## src/rtl/ctrl_decode_stage_if.sv

```systemverilog
// Decode-stage bus: upstream instruction handshake, EX-stage load-use info,
// flush, downstream handshake, decoded control fields and perf counters.
// Modports:
//   master - the surrounding pipeline (drives instructions, consumes controls)
//   slave  - the decode stage itself
// ALUOP_W and CNT_W must match the parameters of the attached ctrl_decode_stage.
interface ctrl_decode_stage_if #(
  parameter int unsigned ALUOP_W = 4,
  parameter int unsigned CNT_W   = 16
);
  logic               in_valid;
  logic               in_ready;
  logic [31:0]        inst;
  logic               ex_valid;
  logic               ex_mem_read;
  logic [4:0]         ex_rd;
  logic               flush;
  logic               out_valid;
  logic               out_ready;
  logic [2:0]         br_type;
  logic               branch;
  logic               jal;
  logic               jalr;
  logic [1:0]         reg_src;
  logic [ALUOP_W-1:0] alu_op;
  logic               alu_src;
  logic               mem_read;
  logic               mem_write;
  logic               reg_write;
  logic               lui;
  logic               auipc;
  logic               illegal;
  logic [4:0]         rd;
  logic [4:0]         rs1;
  logic [4:0]         rs2;
  logic [CNT_W-1:0]   stall_cnt;
  logic [CNT_W-1:0]   illegal_cnt;

  modport master (
    output in_valid, inst, ex_valid, ex_mem_read, ex_rd, flush, out_ready,
    input  in_ready, out_valid, br_type, branch, jal, jalr, reg_src, alu_op, alu_src,
           mem_read, mem_write, reg_write, lui, auipc, illegal, rd, rs1, rs2,
           stall_cnt, illegal_cnt
  );

  modport slave (
    input  in_valid, inst, ex_valid, ex_mem_read, ex_rd, flush, out_ready,
    output in_ready, out_valid, br_type, branch, jal, jalr, reg_src, alu_op, alu_src,
           mem_read, mem_write, reg_write, lui, auipc, illegal, rd, rs1, rs2,
           stall_cnt, illegal_cnt
  );
endinterface

```

## src/rtl/ctrl_decode_stage.sv

```systemverilog
// RV32I subset decode stage with load-use stall, flush and a registered output.
// Ports:
//   clk - clock, rising edge
//   rst - synchronous active-high reset
//   bus - ctrl_decode_stage_if.slave (handshakes, EX info, flush, decoded outputs)
// Optional macro CTRL_DECODE_PERF_EN enables the saturating stall/illegal counters;
// without it the counter outputs are tied to zero.
module ctrl_decode_stage #(
  parameter int unsigned ALUOP_W = 4,
  parameter int unsigned CNT_W   = 16
) (
  input logic               clk,
  input logic               rst,
  ctrl_decode_stage_if.slave bus
);
  localparam logic [6:0] OpR      = 7'b0110011;
  localparam logic [6:0] OpI      = 7'b0010011;
  localparam logic [6:0] OpLoad   = 7'b0000011;
  localparam logic [6:0] OpStore  = 7'b0100011;
  localparam logic [6:0] OpBranch = 7'b1100011;
  localparam logic [6:0] OpJal    = 7'b1101111;
  localparam logic [6:0] OpJalr   = 7'b1100111;
  localparam logic [6:0] OpLui    = 7'b0110111;
  localparam logic [6:0] OpAuipc  = 7'b0010111;

  localparam logic [ALUOP_W-1:0] AluAdd  = ALUOP_W'(0);
  localparam logic [ALUOP_W-1:0] AluSub  = ALUOP_W'(1);
  localparam logic [ALUOP_W-1:0] AluAnd  = ALUOP_W'(2);
  localparam logic [ALUOP_W-1:0] AluOr   = ALUOP_W'(3);
  localparam logic [ALUOP_W-1:0] AluXor  = ALUOP_W'(4);
  localparam logic [ALUOP_W-1:0] AluSll  = ALUOP_W'(5);
  localparam logic [ALUOP_W-1:0] AluSrl  = ALUOP_W'(6);
  localparam logic [ALUOP_W-1:0] AluSra  = ALUOP_W'(7);
  localparam logic [ALUOP_W-1:0] AluSlt  = ALUOP_W'(8);
  localparam logic [ALUOP_W-1:0] AluSltu = ALUOP_W'(9);

  typedef struct packed {
    logic [2:0]         br_type;
    logic               branch;
    logic               jal;
    logic               jalr;
    logic [1:0]         reg_src;
    logic [ALUOP_W-1:0] alu_op;
    logic               alu_src;
    logic               mem_read;
    logic               mem_write;
    logic               reg_write;
    logic               lui;
    logic               auipc;
    logic               illegal;
  } ctrl_t;

  logic [6:0] opcode;
  logic [2:0] funct3;
  logic       funct7b5;
  logic [4:0] rs1, rs2;
  assign opcode   = bus.inst[6:0];
  assign funct3   = bus.inst[14:12];
  assign funct7b5 = bus.inst[30];
  assign rs1      = bus.inst[19:15];
  assign rs2      = bus.inst[24:20];

  logic unused_inst;
  assign unused_inst = ^{bus.inst[31], bus.inst[29:25]};

  ctrl_t dec;
  always_comb begin
    dec = '0;
    unique case (opcode)
      OpR, OpI: begin
        dec.reg_write = 1'b1;
        dec.alu_src   = (opcode == OpI);
        case (funct3)
          3'b000: dec.alu_op = (opcode == OpR && funct7b5) ? AluSub : AluAdd;
          3'b001: begin dec.alu_op = AluSll;  dec.illegal = funct7b5; end
          3'b010: begin dec.alu_op = AluSlt;  dec.illegal = funct7b5 & (opcode == OpR); end
          3'b011: begin dec.alu_op = AluSltu; dec.illegal = funct7b5 & (opcode == OpR); end
          3'b100: begin dec.alu_op = AluXor;  dec.illegal = funct7b5 & (opcode == OpR); end
          3'b101: dec.alu_op = funct7b5 ? AluSra : AluSrl;
          3'b110: begin dec.alu_op = AluOr;   dec.illegal = funct7b5 & (opcode == OpR); end
          default: begin dec.alu_op = AluAnd; dec.illegal = funct7b5 & (opcode == OpR); end
        endcase
      end
      OpLoad: begin
        dec.mem_read  = 1'b1;
        dec.reg_write = 1'b1;
        dec.alu_src   = 1'b1;
        dec.reg_src   = 2'b01;
        dec.illegal   = (funct3 != 3'b010);
      end
      OpStore: begin
        dec.mem_write = 1'b1;
        dec.alu_src   = 1'b1;
        dec.illegal   = (funct3 != 3'b010);
      end
      OpBranch: begin
        dec.branch  = 1'b1;
        dec.br_type = funct3;
        dec.alu_op  = AluSub;
        dec.illegal = (funct3 == 3'b010) || (funct3 == 3'b011);
      end
      OpJal: begin
        dec.jal       = 1'b1;
        dec.reg_write = 1'b1;
        dec.reg_src   = 2'b10;
      end
      OpJalr: begin
        dec.jalr      = 1'b1;
        dec.reg_write = 1'b1;
        dec.reg_src   = 2'b10;
        dec.alu_src   = 1'b1;
        dec.illegal   = (funct3 != 3'b000);
      end
      OpLui: begin
        dec.lui       = 1'b1;
        dec.reg_write = 1'b1;
        dec.alu_src   = 1'b1;
      end
      OpAuipc: begin
        dec.auipc     = 1'b1;
        dec.reg_write = 1'b1;
        dec.alu_src   = 1'b1;
      end
      default: dec.illegal = 1'b1;
    endcase
    // A trap carries only the illegal flag so nothing downstream has side effects.
    if (dec.illegal) begin
      dec         = '0;
      dec.illegal = 1'b1;
    end
  end

  logic rs1_used, rs2_used, hazard, out_free, accept;
  logic out_valid_q;
  ctrl_t ctrl_q;
  logic [4:0] rd_q, rs1_q, rs2_q;

  assign rs1_used = !(opcode inside {OpLui, OpAuipc, OpJal});
  assign rs2_used = opcode inside {OpR, OpStore, OpBranch};
  assign hazard   = bus.in_valid & bus.ex_valid & bus.ex_mem_read & (bus.ex_rd != 5'd0) &
                    ((rs1_used & (rs1 == bus.ex_rd)) | (rs2_used & (rs2 == bus.ex_rd)));
  assign out_free = bus.out_ready | !out_valid_q;
  // Flush always consumes (and drops) whatever is presented.
  assign bus.in_ready = !rst & (bus.flush | (!hazard & out_free));
  assign accept       = bus.in_valid & bus.in_ready & !bus.flush;

  always_ff @(posedge clk) begin
    if (rst) begin
      out_valid_q <= 1'b0;
      ctrl_q      <= '0;
      rd_q        <= '0;
      rs1_q       <= '0;
      rs2_q       <= '0;
    end else if (bus.flush || (out_free && !accept)) begin
      // Bubble: flushed, hazard-stalled, or nothing offered.
      out_valid_q <= 1'b0;
      ctrl_q      <= '0;
      rd_q        <= '0;
      rs1_q       <= '0;
      rs2_q       <= '0;
    end else if (accept) begin
      out_valid_q <= 1'b1;
      ctrl_q      <= dec;
      rd_q        <= bus.inst[11:7];
      rs1_q       <= rs1;
      rs2_q       <= rs2;
    end
  end

  assign bus.out_valid = out_valid_q;
  assign bus.br_type   = ctrl_q.br_type;
  assign bus.branch    = ctrl_q.branch;
  assign bus.jal       = ctrl_q.jal;
  assign bus.jalr      = ctrl_q.jalr;
  assign bus.reg_src   = ctrl_q.reg_src;
  assign bus.alu_op    = ctrl_q.alu_op;
  assign bus.alu_src   = ctrl_q.alu_src;
  assign bus.mem_read  = ctrl_q.mem_read;
  assign bus.mem_write = ctrl_q.mem_write;
  assign bus.reg_write = ctrl_q.reg_write;
  assign bus.lui       = ctrl_q.lui;
  assign bus.auipc     = ctrl_q.auipc;
  assign bus.illegal   = ctrl_q.illegal;
  assign bus.rd        = rd_q;
  assign bus.rs1       = rs1_q;
  assign bus.rs2       = rs2_q;

`ifdef CTRL_DECODE_PERF_EN
  logic [CNT_W-1:0] stall_cnt_q, illegal_cnt_q;

  always_ff @(posedge clk) begin
    if (rst) begin
      stall_cnt_q   <= '0;
      illegal_cnt_q <= '0;
    end else begin
      if (hazard && !bus.flush && stall_cnt_q != '1) begin
        stall_cnt_q <= stall_cnt_q + CNT_W'(1);
      end
      if (accept && dec.illegal && illegal_cnt_q != '1) begin
        illegal_cnt_q <= illegal_cnt_q + CNT_W'(1);
      end
    end
  end

  assign bus.stall_cnt   = stall_cnt_q;
  assign bus.illegal_cnt = illegal_cnt_q;
`else
  assign bus.stall_cnt   = '0;
  assign bus.illegal_cnt = '0;
`endif
endmodule

```

## src/flat_wrapper.sv

```systemverilog
// flat-port wrapper written by rule: the top's interface ports become plain ports
module ctrl_decode_stage_flat 
#(
  parameter int unsigned ALUOP_W = 4,
  parameter int unsigned CNT_W   = 16
)
  (clk, rst, bus_in_valid, bus_inst, bus_ex_valid, bus_ex_mem_read, bus_ex_rd, bus_flush, bus_out_ready, bus_in_ready, bus_out_valid, bus_br_type, bus_branch, bus_jal, bus_jalr, bus_reg_src, bus_alu_op, bus_alu_src, bus_mem_read, bus_mem_write, bus_reg_write, bus_lui, bus_auipc, bus_illegal, bus_rd, bus_rs1, bus_rs2, bus_stall_cnt, bus_illegal_cnt);
  ctrl_decode_stage_if #(.ALUOP_W(ALUOP_W), .CNT_W(CNT_W)) bus_i ();
  input logic clk;
  input logic rst;
  input wire logic [$bits(bus_i.in_valid)-1:0] bus_in_valid;
  input wire logic [$bits(bus_i.inst)-1:0] bus_inst;
  input wire logic [$bits(bus_i.ex_valid)-1:0] bus_ex_valid;
  input wire logic [$bits(bus_i.ex_mem_read)-1:0] bus_ex_mem_read;
  input wire logic [$bits(bus_i.ex_rd)-1:0] bus_ex_rd;
  input wire logic [$bits(bus_i.flush)-1:0] bus_flush;
  input wire logic [$bits(bus_i.out_ready)-1:0] bus_out_ready;
  output wire logic [$bits(bus_i.in_ready)-1:0] bus_in_ready;
  output wire logic [$bits(bus_i.out_valid)-1:0] bus_out_valid;
  output wire logic [$bits(bus_i.br_type)-1:0] bus_br_type;
  output wire logic [$bits(bus_i.branch)-1:0] bus_branch;
  output wire logic [$bits(bus_i.jal)-1:0] bus_jal;
  output wire logic [$bits(bus_i.jalr)-1:0] bus_jalr;
  output wire logic [$bits(bus_i.reg_src)-1:0] bus_reg_src;
  output wire logic [$bits(bus_i.alu_op)-1:0] bus_alu_op;
  output wire logic [$bits(bus_i.alu_src)-1:0] bus_alu_src;
  output wire logic [$bits(bus_i.mem_read)-1:0] bus_mem_read;
  output wire logic [$bits(bus_i.mem_write)-1:0] bus_mem_write;
  output wire logic [$bits(bus_i.reg_write)-1:0] bus_reg_write;
  output wire logic [$bits(bus_i.lui)-1:0] bus_lui;
  output wire logic [$bits(bus_i.auipc)-1:0] bus_auipc;
  output wire logic [$bits(bus_i.illegal)-1:0] bus_illegal;
  output wire logic [$bits(bus_i.rd)-1:0] bus_rd;
  output wire logic [$bits(bus_i.rs1)-1:0] bus_rs1;
  output wire logic [$bits(bus_i.rs2)-1:0] bus_rs2;
  output wire logic [$bits(bus_i.stall_cnt)-1:0] bus_stall_cnt;
  output wire logic [$bits(bus_i.illegal_cnt)-1:0] bus_illegal_cnt;
  assign bus_i.in_valid = bus_in_valid;
  assign bus_i.inst = bus_inst;
  assign bus_i.ex_valid = bus_ex_valid;
  assign bus_i.ex_mem_read = bus_ex_mem_read;
  assign bus_i.ex_rd = bus_ex_rd;
  assign bus_i.flush = bus_flush;
  assign bus_i.out_ready = bus_out_ready;
  assign bus_in_ready = bus_i.in_ready;
  assign bus_out_valid = bus_i.out_valid;
  assign bus_br_type = bus_i.br_type;
  assign bus_branch = bus_i.branch;
  assign bus_jal = bus_i.jal;
  assign bus_jalr = bus_i.jalr;
  assign bus_reg_src = bus_i.reg_src;
  assign bus_alu_op = bus_i.alu_op;
  assign bus_alu_src = bus_i.alu_src;
  assign bus_mem_read = bus_i.mem_read;
  assign bus_mem_write = bus_i.mem_write;
  assign bus_reg_write = bus_i.reg_write;
  assign bus_lui = bus_i.lui;
  assign bus_auipc = bus_i.auipc;
  assign bus_illegal = bus_i.illegal;
  assign bus_rd = bus_i.rd;
  assign bus_rs1 = bus_i.rs1;
  assign bus_rs2 = bus_i.rs2;
  assign bus_stall_cnt = bus_i.stall_cnt;
  assign bus_illegal_cnt = bus_i.illegal_cnt;
  ctrl_decode_stage #(.ALUOP_W(ALUOP_W), .CNT_W(CNT_W)) u_core (.clk(clk), .rst(rst), .bus(bus_i));
endmodule
```

## config.mk

```make
export PLATFORM = sky130hd
export DESIGN_NAME = ctrl_decode_stage_flat
export DESIGN_NICKNAME = d
export VERILOG_FILES = /design/src/rtl/ctrl_decode_stage_if.sv /design/src/rtl/ctrl_decode_stage.sv /design/src/flat_wrapper.sv
export SDC_FILE = /design/constraint.sdc
export NUM_CORES = 1
export LEC_CHECK = 0
export ABC_AREA = 1
export CAP_MARGIN = 15
export CORE_AREA = 4 4 91 72
export DETAILED_ROUTE_END_ITERATION = 7
export DIE_AREA = 0 0 95 76
export PLACE_DENSITY_LB_ADDON = 0.3
export SETUP_SLACK_MARGIN = 0.15
export SLEW_MARGIN = 5
export SYNTH_ARGS = -nofsm -noshare
export SYNTH_HDL_FRONTEND = slang
export SYNTH_SLANG_ARGS = --single-unit
```

## constraint.sdc

```tcl
create_clock -name clk -period 3.68 [get_ports clk]
set_input_delay 0.736 -clock clk [delete_from_list [all_inputs] [get_ports clk]]
set_output_delay 0.736 -clock clk [all_outputs]
set_load 0.1 [all_outputs]
```

==> flow_metrics.env, run 1 <==
export IMPL_setup_violations_final=0
export IMPL_worstRegToRegCells=8
export IMPL_port_buffers=73
export IMPL_die_h_um=76
export IMPL_placed_area_sq_mm=0.002897
export IMPL_cts_resized=0
export IMPL_htree_levels=2
export IMPL_cts_buffers=5
export IMPL_grt_start_max_net_pins=29
export IMPL_gp_congestion=0.8759
export IMPL_rows=24
export IMPL_antenna_found_initial=0
export IMPL_nets=458
export IMPL_peakVddDrop_uv=132.2
export IMPL_postCtsHoldBufs=0
export IMPL_yosysSeqAreaShare_pct=30.87
export IMPL_dieArea_sq_mm=0.007220
export IMPL_ys_ff_latch=34
export IMPL_critical_path_cell_chain="clkdlybuf4s50_1 -> nand2_1 -> nor2_2 -> nand2_1 -> inv_2 -> nor2_2 -> nand2_2 -> nand2_2 -> nand2_4 -> nand2_2 -> a21oi_2 -> buf_12"
export IMPL_critPathCaptureType="output port"
export IMPL_max_cap_viol_count=0
export IMPL_syn_instance_count=340
export IMPL_path_common_cell="nand2_2"
export IMPL_path_buf_inv=3
export IMPL_path_max_fanout=6
export IMPL_hpwl_mm=4.399
export IMPL_syn_mean_instance_area_sq_um=6.484
export IMPL_hold_viol=0
export IMPL_p_per_area_mw_per_mm2=323.3
export IMPL_worstSetupStartpoint="bus_inst[5]"
export IMPL_max_clock_path_buffers=2
export IMPL_yosysTopAreaCell="dfxtp_1"
export IMPL_fin_tns_setup_ps=0
export IMPL_syn_cell_area_sq_mm=0.002205
export IMPL_required_ps=2940
export IMPL_clkSinkCount=34
export IMPL_yosys_warnings=0
export IMPL_crit_cells=12
export IMPL_tightest_slew_ps=1002
export IMPL_rsz0062_at_grt="no"
export IMPL_ant_nets=0
export IMPL_drtIter0Drc=176
export IMPL_layout_cells_non_filler=492
export IMPL_grt_usage_pct=15.56
export IMPL_io_pins=112
export IMPL_cp_arrival_ps=2460
export IMPL_wl_per_cell_um=11.42
export IMPL_via_per_inst=4.427
export IMPL_yosysUniqueCellTypes=27
export IMPL_path_clk_slew_ps=60
export IMPL_slowest_delay_ps=550
export IMPL_cts_root_buf="clkbuf_8"
export IMPL_antenna_cells=0
export IMPL_placedCellCount=485
export IMPL_worst_r2r_endpoint="u_core.bus.rd[2]$_SDFFE_PP0P_"
export IMPL_setup_worst_path_end="bus_in_ready"
export IMPL_dr_pass1_iters=4
export IMPL_synth_area_leaders="dfxtp_1, nand2_1, buf_4, inv_1, nor2_1"
export IMPL_finClkSkew_ps=1.699
export IMPL_r2r_slack_ps=2030
export IMPL_area_growth_pct=34.85
export IMPL_wl_mm=5.619
export IMPL_core_area_sq_mm=0.005645
export IMPL_drc=0
export IMPL_hold_path_class="reg2reg"
export IMPL_start_util_pct=39.05
export IMPL_clock_latency_ps=280
export IMPL_fin_crit_ps=3192
export IMPL_critPathTopFamily="buffers and inverters"
export IMPL_path_class="in2out"
export IMPL_synthDominantCellAreaShare_pct=30.87
export IMPL_reg2reg_from="u_core.bus.out_valid$_SDFFE_PP0P_"
export IMPL_overflow=0
export IMPL_num_fill_cells=606
export IMPL_cp_slowest_cell="clkdlybuf4s50_1"
export IMPL_grt_first_pass_wirelength_mm=9.239
export IMPL_die_w_um=95
export IMPL_vias=2178
export IMPL_crit_path_start_kind="input pin"
export IMPL_final_design_area_no_fill_sq_mm=0.002973
export IMPL_period_share_pct=86.73
export IMPL_leakagePower_nw=1.370
export IMPL_status="finished, final reports clean"
export IMPL_grt_pass1_vias=1963
export IMPL_max_freq_mhz=313.3
export IMPL_drv_slew=0
export IMPL_slew_headroom_pct=33.00
export IMPL_final_util_pct=52.66
export IMPL_cts_tree="done"
export IMPL_layout_drive_gt1_share_pct=11.35
export IMPL_cts_setup_buffers=0
-- cell families (layout without fill, tap and decap cells) --
kind of cell | after synthesis | count (layout) | share of synthesized area (%)
and+or+nand+nor | 184 | 184 | 37.85
xor gates and xnor gates | 1 | 1 | 0.3973
DFF | 34 | 34 | 30.87
other | 1 | 32 | 0.1701
AOI/OAI and AO/OA | 34 | 34 | 9.477
buffers and inverters | 86 | 129 | 21.23
-- tightest hold or removal path, delay by kind of cell, from the launching register on --
kind | cells | cell delay (ps)
flip-flops | 1 | 310
AND/OR/NAND/NOR | 2 | 120
-- sequential cells by signal, indices dropped and copies added (netlist names), 3 cells and up --
register	flops
u_core.bus.rs2	5
u_core.bus.rs1	5
u_core.bus.rd	5
u_core.bus.br_type	3
u_core.bus.alu_op	4
-- stage by stage --
step / setup WS, ps / hold slack (ps) / power, mW
global route: 353.6 / 496.6 / 1.007
floorplan: 591.2 / 839.1 / 0.6618
CTS: 495.7 / 474.1 / 0.9689
global placement: 541.0 / 457.3 / 0.7082
finish: 488.2 / 470.2 / 0.9611
detailed placement: 502.8 / 461.3 / 0.7097
-- how the worst min path moves through the flow --
stage / end / cells after the start / startpoint
2_1_floorplan: u_core.bus.rd[0]$_SDFFE_PP0P_ / 2 / bus_inst[7]
3_3_place_gp: u_core.bus.rd[2]$_SDFFE_PP0P_ / 2 / u_core.bus.rd[2]$_SDFFE_PP0P_
3_5_place_dp: u_core.bus.br_type[1]$_SDFFE_PP0P_ / 2 / u_core.bus.br_type[1]$_SDFFE_PP0P_
4_1_cts: u_core.bus.rd[3]$_SDFFE_PP0P_ / 2 / u_core.bus.rd[3]$_SDFFE_PP0P_
5_1_grt: u_core.bus.rd[2]$_SDFFE_PP0P_ / 2 / u_core.bus.rd[2]$_SDFFE_PP0P_
6_report: u_core.bus.rd[3]$_SDFFE_PP0P_ / 2 / u_core.bus.rd[3]$_SDFFE_PP0P_
-- cell usage in the layout (no fill, tap or decap) --
cell             instances
nand2_1                 97
clkdlybuf4s50_1         72
inv_1                   38
dfxtp_1                 34
conb_1                  32
nor2_1                  31
nand3_1                 23
o21ai_0                 15
a21oi_2                 11
nand4_1                 10
nand2_2                  9
inv_2                    6
a21oi_1                  6
clkbuf_8                 5
nor2_2                   4
buf_4                    4
nor2_4                   2
nor3_1                   2
nand2_4                  2
nor4_1                   2
clkbuf_1                 2
xor2_1                   1
nand3_2                  1
nand3_4                  1
inv_4                    1
o21ai_1                  1
o22ai_1                  1
buf_12                   1
-- layout make-up --
class	count	area, sq um	area share (%)
Tap cell	78	97.59	3.283
Multi-Input combinational cell	251	1176	39.56
Timing Repair Buffer	77	770.7	25.93
Inverter	45	171.4	5.766
Sequential cell	34	680.7	22.90
Clock buffer	7	76.32	2.567
-- report_power, final --
group | switching, mW | total, mW | internal, mW | leakage [nW]
clock network | 0.128 | 0.258 | 0.130 | 0.0383
logic | 0.259 | 0.326 | 0.0673 | 1.06
registers | 0.00303 | 0.377 | 0.374 | 0.275
total | 0.390 | 0.961 | 0.571 | 1.37
-- cells in the mapped netlist --
cell,n
inv_1,38
nor3_1,2
dfxtp_1,34
a21oi_1,7
a21oi_2,10
inv_4,1
o21ai_1,1
nand2_1,97
conb_1,1
nor2_4,2
inv_2,6
nand3_2,1
xor2_1,1
nand2_2,9
nand3_4,1
buf_4,35
nor2_2,4
nor4_1,2
o22ai_1,1
nand3_1,23
buf_2,3
nand4_1,10
nor2_1,31
nand2_4,2
clkbuf_1,2
o21ai_0,15
buf_6,1
-- routing by layer --
layer | routed length [um] | up-vias | global-route usage [%]
li1 | - | 1142 | -
met1 | 2724 | 972 | 22.00
met2 | 2519 | 60 | 23.86
met3 | 350 | 4 | 4.442
met4 | 24 | 0 | 2.450
met5 | 0 | - | 0
Power figures use the tool's default switching activity.
==> run 2, diff against run 1 <==
- DONT_BUFFER_PORTS: not set -> 1
- SETUP_SLACK_MARGIN: 0.15 -> not set
==> flow_metrics.env, run 2 (synthesized netlist as in run 1, its figures left out) <==
export IMPL_status="finished, final reports clean"
export IMPL_layout_drive_gt1_share_pct=14.62
export IMPL_area_growth_pct=4.086
export IMPL_wl_per_cell_um=12.45
export IMPL_die_w_um=95
export IMPL_grt_start_max_net_pins=29
export IMPL_required_ps=2940
export IMPL_drtIter0Drc=59
export IMPL_hold_viol=0
export IMPL_overflow=0
export IMPL_peakVddDrop_uv=181.0
export IMPL_antenna_found_initial=0
export IMPL_wl_mm=5.228
export IMPL_fin_hold_ws_ps=546.9
export IMPL_num_fill_cells=617
export IMPL_htree_levels=2
export IMPL_core_area_sq_mm=0.005645
export IMPL_grt_pass1_vias=1682
export IMPL_start_util_pct=39.05
export IMPL_die_h_um=76
export IMPL_path_class="in2out"
export IMPL_nets=385
export IMPL_port_buffers=0
export IMPL_finClkSkew_ps=3.681
export IMPL_tightest_slew_ps=1036
export IMPL_cts_buffers=5
export IMPL_grt_usage_pct=14.50
export IMPL_critical_path_cell_chain="nand2_2 -> nor2_1 -> nand2_2 -> nand2_2 -> nor2_2 -> nand2_2 -> nand2_2 -> nand2_4 -> nand2_2 -> a21oi_2 -> buf_4"
export IMPL_cp_arrival_ps=1950
export IMPL_path_max_fanout=6
export IMPL_cts_tree="done"
export IMPL_cts_resized=0
export IMPL_via_per_inst=4.512
export IMPL_path_clk_slew_ps=70
export IMPL_setup_violations_final=0
export IMPL_clkSinkCount=34
export IMPL_crit_cells=11
export IMPL_worstRegToRegCells=8
export IMPL_path_buf_inv=1
export IMPL_hpwl_mm=4.064
export IMPL_max_clock_path_buffers=2
export IMPL_rows=24
export IMPL_clock_latency_ps=290
export IMPL_slowest_delay_ps=290
export IMPL_crit_path_start_kind="input pin"
export IMPL_cts_root_buf="clkbuf_8"
export IMPL_hold_path_class="in2reg"
export IMPL_fin_tns_setup_ps=0
export IMPL_critPathTopFamily="simple AND/OR/NAND/NOR gates"
export IMPL_slew_headroom_pct=30.87
export IMPL_path_common_cell="nand2_2"
export IMPL_cp_slowest_cell="buf_4"
export IMPL_drv_slew=0
export IMPL_period_share_pct=73.00
export IMPL_gp_congestion=0.8427
export IMPL_multi_input_area_sq_mm=0.001176
export IMPL_max_freq_mhz=372.2
export IMPL_rsz0062_at_grt="no"
export IMPL_vias=1895
export IMPL_drc=0
export IMPL_fin_crit_ps=2686
export IMPL_p_per_area_mw_per_mm2=463.3
export IMPL_min_delay_path_depth=2
export IMPL_antenna_cells=0
export IMPL_dr_pass1_iters=4
export IMPL_ant_nets=0
export IMPL_dieArea_sq_mm=0.007220
export IMPL_final_cell_mix="nand2_1, inv_1, dfxtp_1"
export IMPL_layout_commonest_cell="nand2_1"
export IMPL_cts_setup_buffers=0
export IMPL_critPathCaptureType="output port"
export IMPL_leakagePower_nw=1.126
export IMPL_grt_first_pass_wirelength_mm=8.390
export IMPL_seq_area_sq_um=681.9
export IMPL_max_cap_viol_count=0
export IMPL_postCtsHoldBufs=0
export IMPL_io_pins=112
-- run 2: final cells by class --
class                   instances  area share [%]
clock buffers                   5           2.999
clock inverters                 3           2.999
inverters                      45           7.470
multi-input cells             251           51.25
flip-flops and latches         34           29.72
well taps                      78           4.253
repair buffers                  4           1.309
-- run 2: worst paths after layout --
check / startpoint / to / slack (ps)
worst min register to register: u_core.bus.out_valid$_SDFFE_PP0P_ / u_core.bus.rd[3]$_SDFFE_PP0P_ / 770
worst min-delay path: bus_inst[11] / u_core.bus.rd[4]$_SDFFE_PP0P_ / 550
worst max-delay path: bus_inst[1] / bus_in_ready / 990
worst max register to register: u_core.bus.out_valid$_SDFFE_PP0P_ / u_core.bus.reg_src[1]$_SDFFE_PP0P_ / 1810
-- run 2: metrics by stage --
step	total power [mW]	cell area, sq um	util (%)	instances	setup slack, ps
final	1.063	2295	40.65	420	993.6
after CTS	1.066	2295	40.65	420	971.5
after global routing	1.104	2295	40.65	420	887.9
after global placement	0.6469	2157	38.21	412	992.3
after detailed placement	0.6476	2157	38.21	412	981.2
after floorplan	0.6615	2321	-	371	30.81
-- run 2: power by group --
group / internal, mW / total, mW / switching [mW]
sequential: 0.373 / 0.419 / 0.0457
combinational: 0.0220 / 0.221 / 0.199
clock: 0.272 / 0.423 / 0.152
total: 0.667 / 1.06 / 0.396
-- run 2: metal layers --
layer | vias up | global-route usage [%] | share of wire [%]
li1 | 998 | - | -
met1 | 826 | 20.10 | 46
met2 | 66 | 19.92 | 42
met3 | 5 | 7.502 | 11
met4 | 0 | 3.026 | 0.84
met5 | - | 0 | 0
==> run 3, diff against run 2 <==
- clock period: 3.68 -> 2.71 ns (I/O delays scaled with it)
==> flow_metrics.env, run 3 (synthesized netlist as in run 1, its figures left out) <==
export IMPL_status="finished, final reports clean"
export IMPL_drtIter0Drc=94
export IMPL_p_per_area_mw_per_mm2=537.4
export IMPL_finalWorstSetupSlack_ps=458.0
export IMPL_placedCellCount=436
export IMPL_path_class="in2out"
export IMPL_ant_nets=0
export IMPL_critPathTopFamily="simple AND/OR/NAND/NOR gates"
export IMPL_layout_commonest_cell="nand2_1"
export IMPL_cts_setup_buffers=0
export IMPL_overflow=0
export IMPL_nets=409
export IMPL_grt_usage_pct=15.21
export IMPL_setup_violations_final=0
export IMPL_final_design_area_no_fill_sq_mm=0.002472
export IMPL_via_per_inst=4.477
export IMPL_max_cap_viol_count=0
export IMPL_leakagePower_nw=1.252
export IMPL_cp_slowest_cell="buf_12"
export IMPL_die_h_um=76
export IMPL_cp_arrival_ps=1710
export IMPL_critPathCaptureType="output port"
export IMPL_critical_path_cell_chain="nand2_2 -> nor2_1 -> nand2_2 -> nand2_2 -> nor2_2 -> nand2_2 -> nand2_2 -> nand2_4 -> nand2_2 -> a21oi_2 -> buf_12"
export IMPL_clkSinkCount=34
export IMPL_area_growth_pct=12.15
export IMPL_wl_per_cell_um=12.27
export IMPL_clock_latency_ps=290
export IMPL_drc=0
export IMPL_hold_viol=0
export IMPL_fin_crit_ps=2252
export IMPL_gp_congestion=0.8518
export IMPL_period_share_pct=83.10
export IMPL_max_clock_path_buffers=2
export IMPL_layout_cells_non_filler=444
export IMPL_layout_drive_gt1_share_pct=20.22
export IMPL_path_max_fanout=6
export IMPL_rows=24
export IMPL_dr_pass1_iters=5
export IMPL_postCtsHoldBufs=0
export IMPL_cts_buffers=5
export IMPL_crit_path_start_kind="input pin"
export IMPL_placed_area_sq_mm=0.002362
export IMPL_rsz0062_at_grt="no"
export IMPL_drv_slew=0
export IMPL_cts_tree="done"
export IMPL_num_fill_cells=629
export IMPL_final_cell_mix="nand2_1, inv_1, dfxtp_1"
export IMPL_tightest_slew_ps=985.5
export IMPL_cts_resized=0
export IMPL_htree_levels=2
export IMPL_grt_pass1_vias=1854
export IMPL_cts_root_buf="clkbuf_8"
export IMPL_wl_mm=5.446
export IMPL_core_area_sq_mm=0.005645
export IMPL_dieArea_sq_mm=0.007220
export IMPL_path_buf_inv=1
export IMPL_port_buffers=0
export IMPL_required_ps=2170
export IMPL_power_mw=1.329
export IMPL_die_w_um=95
export IMPL_place_ws_ps=459.8
export IMPL_fin_tns_setup_ps=0
export IMPL_max_freq_mhz=444.0
export IMPL_path_common_cell="nand2_2"
export IMPL_hpwl_mm=4.231
export IMPL_slew_headroom_pct=34.21
export IMPL_vias=1988
export IMPL_antenna_cells=0
export IMPL_grt_first_pass_wirelength_mm=8.894
export IMPL_peakVddDrop_uv=259.2
export IMPL_antenna_found_initial=0
export IMPL_io_pins=112
export IMPL_finClkSkew_ps=4.332
export IMPL_hold_path_class="in2reg"
export IMPL_start_util_pct=39.05
export IMPL_path_clk_slew_ps=70
export IMPL_slowest_delay_ps=190
export IMPL_grt_start_max_net_pins=29
## run 3: layout make-up
cell class / instances / area [sq um] / area share, %
inverters: 45 / 171.4 / 6.933
multi-input cells: 251 / 1176 / 47.57
clock buffers: 8 / 110.1 / 4.453
repair buffers: 28 / 235.2 / 9.514
flip-flops and latches: 34 / 681.9 / 27.58
well taps: 78 / 97.59 / 3.947
## run 3: per-stage QoR
stage,hold slack [ps],utilization [%]
after floorplan,645.1,-
after global placement,471.9,41.84
after detailed placement,474.6,41.84
after CTS,349.9,43.79
after global routing,343.1,43.79
final,358.0,43.79
## run 3: power by group
group | total [mW] | switching (mW) | internal (mW) | leakage [nW]
logic | 0.345 | 0.305 | 0.0403 | 0.919
registers | 0.537 | 0.0297 | 0.507 | 0.276
clock network | 0.446 | 0.190 | 0.257 | 0.0575
## run 3: per-layer routing
| layer | global-route usage (%) | up-vias | part of all wire (%) |
|---|---|---|---|
| li1 | - | 1043 | - |
| met1 | 19.20 | 871 | 44 |
| met2 | 23.65 | 67 | 44 |
| met3 | 6.910 | 7 | 11 |
| met4 | 3.458 | 0 | 0.77 |
| met5 | 0 | - | 0 |
## run 3: worst paths after layout
check / slack [ps] / cells past startpoint / end / startpoint
worst min register to register: 490 / 2 / u_core.bus.rs1[1]$_SDFFE_PP0P_ / u_core.bus.rs1[1]$_SDFFE_PP0P_
worst max register to register: 1220 / 7 / u_core.bus.alu_op[1]$_SDFFE_PP0P_ / u_core.bus.out_valid$_SDFFE_PP0P_
worst max-delay path: 460 / 11 / bus_in_ready / bus_inst[1]
worst min-delay path: 360 / 2 / u_core.bus.rd[3]$_SDFFE_PP0P_ / bus_inst[10]
